<file path="src/rtl/pmod_blink_driver.sv">
// pmod_blink_driver: 8-channel active-low LED driver for a PMOD header.
// Each channel runs OFF / ON / BLINK / ONESHOT on a millisecond time base
// prescaled from the board clock. Settings arrive one at a time over a
// valid/ready port and take effect on the next tick boundary, so every
// channel change is aligned to the shared time base.
// TICK_DIV must be at least 2 so that the tick cycle is never the reset count.

module pmod_blink_driver #(
  parameter int TICK_DIV = 12000,
  parameter int PER_W    = 10
) (
  input  logic             CLK,
  input  logic             BTN_N,
  input  logic             wr_valid,
  output logic             wr_ready,
  input  logic [2:0]       wr_ch,
  input  logic [1:0]       wr_mode,
  input  logic [PER_W-1:0] wr_period,
  output logic [7:0]       led_n,
  output logic             tick
);

  localparam int               PRE_W    = (TICK_DIV > 2) ? $clog2(TICK_DIV) : 1;
  localparam logic [PRE_W-1:0] PRE_LAST = PRE_W'(TICK_DIV - 1);
  localparam logic [PRE_W-1:0] PRE_ONE  = PRE_W'(1);
  localparam logic [PER_W-1:0] PER_ONE  = PER_W'(1);

  localparam logic [1:0] MODE_OFF     = 2'd0;
  localparam logic [1:0] MODE_ON      = 2'd1;
  localparam logic [1:0] MODE_BLINK   = 2'd2;
  localparam logic [1:0] MODE_ONESHOT = 2'd3;

  // Prescaler and tick
  logic [PRE_W-1:0] presc_r;
  logic [PRE_W-1:0] presc_next_s;
  logic             tick_r;
  logic             tick_next_s;

  // Single pending write slot
  logic             pend_valid_r;
  logic             pend_valid_next_s;
  logic [2:0]       pend_ch_r;
  logic [1:0]       pend_mode_r;
  logic [PER_W-1:0] pend_period_r;
  logic             wr_ready_r;
  logic             accept_s;
  logic             apply_s;

  // Per-channel state
  logic [1:0]       mode_r        [8];
  logic [1:0]       mode_next_s   [8];
  logic [PER_W-1:0] period_r      [8];
  logic [PER_W-1:0] period_next_s [8];
  logic [PER_W-1:0] cnt_r         [8];
  logic [PER_W-1:0] cnt_next_s    [8];
  logic [7:0]       on_r;
  logic [7:0]       on_next_s;
  logic [7:0]       led_n_r;

  assign wr_ready = wr_ready_r;
  assign led_n    = led_n_r;
  assign tick     = tick_r;

  // A write is taken only while the slot is empty; it is applied on the
  // first tick seen with the slot already full, so an accept that lands on a
  // tick cycle waits a full tick period.
  assign accept_s = wr_valid && wr_ready_r;
  assign apply_s  = pend_valid_r && tick_r;

  // Prescaler next count and the tick decode of that count, so tick is a flop.
  always_comb begin
    presc_next_s = presc_r;
    if (presc_r == PRE_LAST) begin
      presc_next_s = '0;
    end else begin
      presc_next_s = presc_r + PRE_ONE;
    end
    tick_next_s = (presc_next_s == PRE_LAST);
  end

  // Prescaler and tick registers.
  always_ff @(posedge CLK or negedge BTN_N) begin
    if (!BTN_N) begin
      presc_r <= '0;
      tick_r  <= 1'b0;
    end else begin
      presc_r <= presc_next_s;
      tick_r  <= tick_next_s;
    end
  end

  // Pending-slot occupancy: apply empties it, accept fills it (never both).
  always_comb begin
    pend_valid_next_s = pend_valid_r;
    if (apply_s) begin
      pend_valid_next_s = 1'b0;
    end else if (accept_s) begin
      pend_valid_next_s = 1'b1;
    end else begin
      pend_valid_next_s = pend_valid_r;
    end
  end

  // Pending slot capture; a zero period is stored as one tick.
  always_ff @(posedge CLK or negedge BTN_N) begin
    if (!BTN_N) begin
      pend_valid_r  <= 1'b0;
      wr_ready_r    <= 1'b1;
      pend_ch_r     <= 3'd0;
      pend_mode_r   <= MODE_OFF;
      pend_period_r <= PER_ONE;
    end else begin
      pend_valid_r <= pend_valid_next_s;
      wr_ready_r   <= ~pend_valid_next_s;
      if (accept_s) begin
        pend_ch_r     <= wr_ch;
        pend_mode_r   <= wr_mode;
        pend_period_r <= (wr_period == '0) ? PER_ONE : wr_period;
      end else begin
        pend_ch_r     <= pend_ch_r;
        pend_mode_r   <= pend_mode_r;
        pend_period_r <= pend_period_r;
      end
    end
  end

  // Per-channel next state: apply restarts the target channel, otherwise
  // each channel advances its BLINK / ONESHOT phase on a tick.
  always_comb begin
    on_next_s = on_r;
    for (int i = 0; i < 8; i++) begin
      mode_next_s[i]   = mode_r[i];
      period_next_s[i] = period_r[i];
      cnt_next_s[i]    = cnt_r[i];
      if (apply_s && (pend_ch_r == 3'(i))) begin
        mode_next_s[i]   = pend_mode_r;
        period_next_s[i] = pend_period_r;
        cnt_next_s[i]    = '0;
        on_next_s[i]     = (pend_mode_r != MODE_OFF);
      end else if (tick_r) begin
        case (mode_r[i])
          MODE_BLINK: begin
            if (cnt_r[i] == (period_r[i] - PER_ONE)) begin
              cnt_next_s[i] = '0;
              on_next_s[i]  = ~on_r[i];
            end else begin
              cnt_next_s[i] = cnt_r[i] + PER_ONE;
            end
          end
          MODE_ONESHOT: begin
            if (cnt_r[i] == (period_r[i] - PER_ONE)) begin
              cnt_next_s[i]  = '0;
              on_next_s[i]   = 1'b0;
              mode_next_s[i] = MODE_OFF;
            end else begin
              cnt_next_s[i] = cnt_r[i] + PER_ONE;
            end
          end
          MODE_ON: begin
            cnt_next_s[i] = cnt_r[i];
          end
          default: begin
            cnt_next_s[i] = cnt_r[i];
          end
        endcase
      end else begin
        cnt_next_s[i] = cnt_r[i];
      end
    end
  end

  // Per-channel registers and the registered active-low LED drive.
  always_ff @(posedge CLK or negedge BTN_N) begin
    if (!BTN_N) begin
      for (int i = 0; i < 8; i++) begin
        mode_r[i]   <= MODE_OFF;
        period_r[i] <= PER_ONE;
        cnt_r[i]    <= '0;
      end
      on_r    <= 8'h00;
      led_n_r <= 8'hFF;
    end else begin
      for (int i = 0; i < 8; i++) begin
        mode_r[i]   <= mode_next_s[i];
        period_r[i] <= period_next_s[i];
        cnt_r[i]    <= cnt_next_s[i];
      end
      on_r    <= on_next_s;
      led_n_r <= ~on_next_s;
    end
  end

endmodule

</file>
<file path="config.mk">
export PLATFORM = sky130hd
export DESIGN_NAME = pmod_blink_driver
export DESIGN_NICKNAME = d
export VERILOG_FILES = /design/src/rtl/pmod_blink_driver.sv
export SDC_FILE = /design/constraint.sdc
export NUM_CORES = 1
export LEC_CHECK = 0
export CAP_MARGIN = 20
export CORE_ASPECT_RATIO = 0.5
export CORE_MARGIN = 2
export CORE_UTILIZATION = 49
export DETAILED_ROUTE_END_ITERATION = 8
export HOLD_SLACK_MARGIN = 0.02
export PLACE_DENSITY = 0.65
export SYNTH_ARGS = -nofsm -noshare
export SYNTH_HDL_FRONTEND = slang
export SYNTH_SLANG_ARGS = --single-unit
</file>
<file path="constraint.sdc">
create_clock -name CLK -period 6.6 [get_ports CLK]
set_input_delay 0.66 -clock CLK [delete_from_list [all_inputs] [get_ports CLK]]
set_output_delay 0.66 -clock CLK [all_outputs]
set_load 0.05 [all_outputs]
</file>
# After elaboration in Yosys (flattened, before gate mapping)
# Index checks and enable logic that the tools add are counted.
[op_classes]
n_eq_ne = 33
reduce_logical = 69
n_bitwise = 10
add_sub_neg = 17
muxes = 108
[ops]
columns = ["op", "n"]
rows = [
  ["2-to-1 mux 10 bit", 33],
  ["adder 10 x 1 -> 10 bit (second input constant)", 8],
  ["equality test 10 bit", 8],
  ["subtractor 10 x 1 -> 10 bit (second input constant)", 8],
  ["nonzero test 2 bit", 33],
  ["2-to-1 mux 2 bit", 32],
  ["2-to-1 mux 1 bit", 34],
  ["equality test 2 bit (second input constant)", 16],
  ["equality test 14 bit (second input constant)", 2],
  ["AND reduction 3 bit", 8],
  ["case mux 1 bit (2 select lines)", 8],
  ["AND reduction 2 bit", 8],
  ["OR reduction 2 bit", 8],
  ["adder 14 x 1 -> 14 bit (second input constant)", 1],
  ["2-to-1 mux 14 bit", 1],
  ["equality test 3 bit (second input constant)", 4],
  ["logical AND 1 bit", 10],
  ["logical NOT 10 bit", 1],
  ["NOT 1 bit", 9],
  ["NOT 8 bit", 1],
  ["equality test 3 x 2 -> 1 bit (second input constant)", 2],
  ["equality test 3 x 1 -> 1 bit (second input constant)", 1],
  ["logical NOT 3 bit", 1],
]
[word_totals]
register_bits = 224

# Longest topological paths before layout
[logic_depth]
ltp_word = 7
depth_mapped = 16

# Least setup slack after synthesis
# Ideal clock, no wire load.
[synth_path]
path_kind = "flip-flop to flip-flop"
start = "reg period_r[71] in the netlist's numbering"
end = "reg led_n_r[0], in the netlist led_n[0]"
period_less_slack_ns = 2.971
setup_time_ns = 0.081
arrival_time_ns = 2.890
stages_incl_launch_ff = 14
path_slack_ns = 3.629
cell_sequence = "dfrtp_1 > inv_1 > ha_1 > nor4b_1 > nand3b_1 > xnor2_1 > a2111o_1 > a211o_1 > ha_1 > nor2_1 > a21oi_1 > o211ai_1 > a21boi_0 > inv_1"
[synth_via]
elab_chain_cells = 7
elab_cells_between_ends = 8
cone_classes = "add/sub: 1; eq/ne: 1; mux: 5; bitwise: 1"
[synth_rtl]
columns = ["element", "line_no", "rtl"]
rows = [
  ["start: declaration", "52", "logic [PER_W-1:0] period_r [8];"],
  ["start signal: indexed assignment", "185", "period_r[i] <= period_next_s[i];"],
  ["subtractor 10 x 1 -> 10 bit *", "143, 151", ""],
  ["equality test 10 bit *", "143, 151", ""],
  ["2-to-1 mux 1 bit, on equally long branches", "151, 143", ""],
  ["case mux 1 bit (2 select lines) *", "141", "case (mode_r[i])"],
  ["2-to-1 mux 1 bit *", "140", "end else if (tick_r) begin"],
  ["2-to-1 mux 1 bit *", "135", "if (apply_s && (pend_ch_r == 3'(i))) begin"],
  ["NOT 8 bit *", "189", "led_n_r <= ~on_next_s;"],
  ["end signal: assignment", "189", ""],
  ["end: declaration", "58", "logic [7:0] led_n_r;"],
]
# Mark *: on every way between the ends. The rest lies on a longest branch, timed or not.
# A chain may end at the register's enable or synchronous reset.

# Worst setup path after layout
# Same ends and word-level chain as after synthesis.

==> parameters.txt <==
Parameter                              Value

Logic synthesis
  Per-instance average area after synthesis ... 8.948 µm²
  Netlist cell types ... 88
  Fraction of the yosys area taken by sequential cells ... around 43%
  Combined area of all synthesized cells ... 12960 µm²
  Yosys warns ... 0
  Gate count of the mapped netlist ... ~1400
  Post-synth ARST share ... 100.0%
  Fraction of synthesized area in multiplexers ... between 3 and 4%
  Cell types occupying the most area after synthesis ... sky130_fd_sc_hd__dfrtp_1 40%, sky130_fd_sc_hd__nand2_1 7.1%, sky130_fd_sc_hd__xor2_1 4.7%
  Complex-gate fraction of the synthesized area ... 15.37%
  Number of synthesized flops with an enable pin ... 0
  Main flop type after synthesis ... sky130_fd_sc_hd__dfrtp_1
  Yosys top cell area share ... approximately two fifths
  Combinational family with the most area after synthesis ... simple AND/OR/NAND/NOR gates
  Simple-gate share of the synthesized area ... 23.04%
  Area leader, netlist ... sky130_fd_sc_hd__dfrtp_1
  Synthesis-stage register bit count ... approximately 220
  Post-synthesis adder-cell area fraction ... 2.511%
  Xor and xnor area share after synthesis ... slightly above 8%
  Synth Net Count ... between 1000 and 1500

Timing
  Worst-case setup margin in the final layout ... between 3000 and 4000 ps
  Number of pins with negative max-slew slack in the final report ... 0
  Final-report setup violation count ... 0
  Share of the clock period used by the worst path after layout ... 50.87%
  Post-route clock skew ... 15.66 ps
  Normalized max-slew margin ... about a quarter
  Setup repair after global routing missed its margin ... no
  Time the final worst path needs with I/O delays and setup ... between 3000 and 4000 ps
  Setup TNS Final ... 0 ps
  Final hold viol count ... 0
  Fmax ... between 0.2 and 0.3 GHz
  Final hold slack ... approximately 67 ps
  Transition time at the pin with the least slew margin ... around 1100 ps

Power and ir drop
  Peak supply drop ... 116.8 µV
  Pwr/cell area ... approximately 220 nW/µm²
  Static Leak ... 6.393 nW

Placed design
  Dpl hpwl ... roughly 21000 µm
  Weighted congestion at the end of routability-driven global placement ... around 0.86
  Count of buffers from port buffering ... 27
  Pre-CTS WS ... between 3000 and 4000 ps
  Area after DPL ... between 10000 and 15000 µm²

Setup path
  Critical path fanouts, max ... 6
  Slack of the worst reg-to-reg path ... around 3200 ps
  Type of origin of the critical path ... flip-flop
  Endpoint of the lowest-slack register-to-register path ... led_n[0]$_DFF_PN1_
  Worst endpoint required time ... approximately 7000 ps
  Worst flop-to-flop path startpoint ... period_r[71]$_DFFE_PN0P_
  Crit path largest cell delay ... about 630 ps
  Cell-by-cell listing of the critical path ... inv_1, ha_1, nor4b_1, nand3b_1, xnor2_1, a2111o_1, a211o_1, ha_1, nor2_1, a21oi_1, o211ai_1, a21boi_0, inv_1
  Critical path origin ... period_r[71]$_DFFE_PN0P_
  Cells on worst reg2reg path ... 13
  Endpoint of the worst setup timing path ... led_n[0]$_DFF_PN1_
  Cell at the slowest stage of the critical path ... sky130_fd_sc_hd__nor4b_1
  Setup crit end kind ... flip-flop
  Critical path arrival ... 3800 ps
  Startpoint-to-endpoint class of the critical path ... flip-flop to flip-flop

Min path
  Hold/Removal Path Class ... primary input to async pin

GRT
  Pin count of the biggest net entering global routing ... 84
  Number of antenna violations at the first check in global routing ... 0
  Wire length of the first global-routing pass ... between 50000 and 60000 µm
  Total Routing Usage GR ... 22.74%
  Vias in the first global route ... 9999
  GRT Residual Overflow ... 0

CTS
  Clock Path Buffers ... 3
  Insertion delay to the later sink of the worst-skew pair ... between 500 and 600 ps
  Reg clk slew, reported paths ... ~60 ps
  Clock sink total ... ~220
  Number of setup buffers added after CTS ... 0
  Clock tree from TritonCTS ... built
  Buffer type at the clock tree root ... sky130_fd_sc_hd__clkbuf_16
  Number of CTS-inserted buffers ... 22
  Post-cts gate resize count ... 0
  Number of levels the H-tree was split into ... 1
  # hold bufs at CTS ... 0

Floorplanning
  Chip width ... around 230 µm
  Chip Height ... between 100 and 150 µm
  Die footprint ... roughly 28000 µm²
  IO Pins ... 28
  Starting utilization of the core area ... about half
  Row cnt ... 42
  Placeable core area ... 26220 µm²

Detailed routing
  WL/cell ... 17.24 µm
  DRC errors left ... 0
  Post-detailed-routing wire length ... about 31000 µm
  Count of routing violations after the opening detailed-route iteration ... 801
  Length of the first detailed-routing pass in iterations ... 5
  Total vias in the final route ... between 10000 and 15000
  Post-route ant nets ... 0
  Via count normalized by instance count ... between 5 and 6

Run
  Maxcap violations ... 0

Finish
  Number of fill cells ... 2379
  Layout cell share with drive strength beyond 1 ... slightly below 9%
  Final cell area excluding filler cells ... 14150 µm²
  Number of nets in the final layout ... 1484
  Area growth, synth to finish ... 9.204%
  Number of diodes ... 0

Run status
  Run status ... finished, final reports clean
where the power goes:
group / switching (mW) / internal (mW) / leakage, nW
Clock: 0.550 / 0.733 / 0.348
Combinational: 0.105 / 0.0710 / 3.03
Sequential: 0.224 / 1.42 / 3.02
Total: 0.879 / 2.23 / 6.39
per-layer routing:
metal	vias to the layer above	track usage [%]	part of all wire (%)
met1	5189	31.83	47
met2	255	35.84	45
met3	67	4.095	5.1
li1	5083	-	-
met5	-	0	0
met4	0	7.397	3.2
final cells by class:
class                   count  area, µm²  area share, %
multi-input cells        1100       6792          48.00
clock buffers              32      619.3          4.377
flip-flops and latches    224       5628          39.78
well taps                 352      440.4          3.113
repair buffers             38      370.4          2.618
inverters                  54      202.7          1.433
clock inverters             8      96.34         0.6809
worst max-delay path: cells and delay by family (launching register included):
family,cells,cell delay (ps)
flip-flops,1,380
XOR/XNOR,1,170
buffers and inverters,2,150
AND/OR/NAND/NOR,3,900
adder cells (fa/ha/maj),2,540
AO/OA/AOI/OAI,5,1150
stage by stage:
step           util (%)  cells  power (mW)
3_5_place_dp      51.12   1766       1.844
5_1_grt           53.96   1808       3.214
4_1_cts           53.85   1806       3.131
3_3_place_gp      51.12   1766       1.838
2_1_floorplan         -   1448       1.661
6_report          53.96   1808       3.107
registers in the layout (all words and copies together) (netlist names), named ones only:
| register | count |
|---|---|
| led_n | 8 |
| mode_r | 16 |
| pend_period_r | 10 |
| pend_ch_r | 3 |
| cnt_r | 80 |
| pend_valid_r | 1 |
| period_r | 80 |
| presc_r | 14 |
| pend_mode_r | 2 |
| tick | 1 |
| wr_ready | 1 |
cells in the final DEF (no fill, tap or decap), types with 7 or more instances in the layout:
| cell | Yosys | final |
|---|---|---|
| sky130_fd_sc_hd__and3_1 | 29 | 29 |
| sky130_fd_sc_hd__o311a_1 | 7 | 7 |
| sky130_fd_sc_hd__nor3b_1 | 9 | 9 |
| sky130_fd_sc_hd__xnor2_1 | 52 | 52 |
| sky130_fd_sc_hd__clkbuf_16 | 0 | 23 |
| sky130_fd_sc_hd__dfrtp_1 | 206 | 206 |
| sky130_fd_sc_hd__nor3_1 | 46 | 44 |
| sky130_fd_sc_hd__or3_1 | 8 | 8 |
| sky130_fd_sc_hd__a21o_1 | 7 | 7 |
| sky130_fd_sc_hd__mux2_2 | 31 | 31 |
| sky130_fd_sc_hd__inv_1 | 54 | 54 |
| sky130_fd_sc_hd__mux2i_1 | 7 | 7 |
| sky130_fd_sc_hd__xor2_1 | 69 | 69 |
| sky130_fd_sc_hd__nand4_1 | 14 | 14 |
| sky130_fd_sc_hd__nand2_1 | 246 | 246 |
| sky130_fd_sc_hd__nor2_1 | 99 | 99 |
| sky130_fd_sc_hd__nand2b_1 | 22 | 22 |
| sky130_fd_sc_hd__o31ai_1 | 7 | 7 |
| sky130_fd_sc_hd__a22o_1 | 12 | 12 |
| sky130_fd_sc_hd__nand3b_1 | 11 | 11 |
| sky130_fd_sc_hd__o22ai_1 | 9 | 9 |
| sky130_fd_sc_hd__clkdlybuf4s50_1 | 0 | 26 |
| sky130_fd_sc_hd__nand3_1 | 69 | 69 |
| sky130_fd_sc_hd__o21ai_0 | 92 | 92 |
| sky130_fd_sc_hd__a21oi_1 | 54 | 54 |
| sky130_fd_sc_hd__a211o_1 | 10 | 10 |
| sky130_fd_sc_hd__buf_4 | 11 | 10 |
| sky130_fd_sc_hd__nor4_1 | 14 | 14 |
| sky130_fd_sc_hd__a211oi_1 | 14 | 14 |
| sky130_fd_sc_hd__ha_1 | 26 | 26 |
| sky130_fd_sc_hd__clkbuf_1 | 51 | 8 |
| sky130_fd_sc_hd__dfstp_2 | 18 | 18 |
| sky130_fd_sc_hd__a31oi_1 | 18 | 18 |
| sky130_fd_sc_hd__o211ai_1 | 9 | 9 |
synth_stat cells, drive strengths merged, types with 4 or more instances:
library cell	number
nand2	246
dfrtp	206
nor2	101
o21ai	95
nand3	70
xor2	69
a21oi	55
clkbuf	54
inv	54
xnor2	52
nor3	47
mux2	31
and3	29
ha	26
nand2b	22
a31oi	18
dfstp	18
a211oi	16
buf	16
nor4	16
nand4	15
a22o	12
nand3b	11
a211o	10
or3	10
nor3b	9
o211ai	9
o22ai	9
o31ai	9
a21o	7
mux2i	7
o311a	7
or2	7
and2	6
or4	6
a21boi	5
nor2b	5
a2111oi	4
a221o	4
a31o	4
and4	4
o2111ai	4
o21bai	4
worst min-delay path by stage:
stage / from / slack, ps / endpoint
floorplan: BTN_N / 360 / async pin
global placement: period_r[49]$_DFFE_PN0P_ / 480 / period_r[49]$_DFFE_PN0P_
detailed placement: period_r[29]$_DFFE_PN0P_ / 490 / period_r[29]$_DFFE_PN0P_
CTS: BTN_N / 90 / cnt_r[69]$_DFFE_PN0P_
global route: BTN_N / 100 / cnt_r[69]$_DFFE_PN0P_
finish: BTN_N / 70 / cnt_r[69]$_DFFE_PN0P_
kinds of logic (layout without fill, tap and decap cells):
family,after synthesis,after routing
xor+xnor,121,121
simple gates,616,616
mux,38,38
compound gates,299,299
buf+inv,124,132
flops,224,224
fa+ha+maj,26,26
Power figures use the tool's default switching activity.
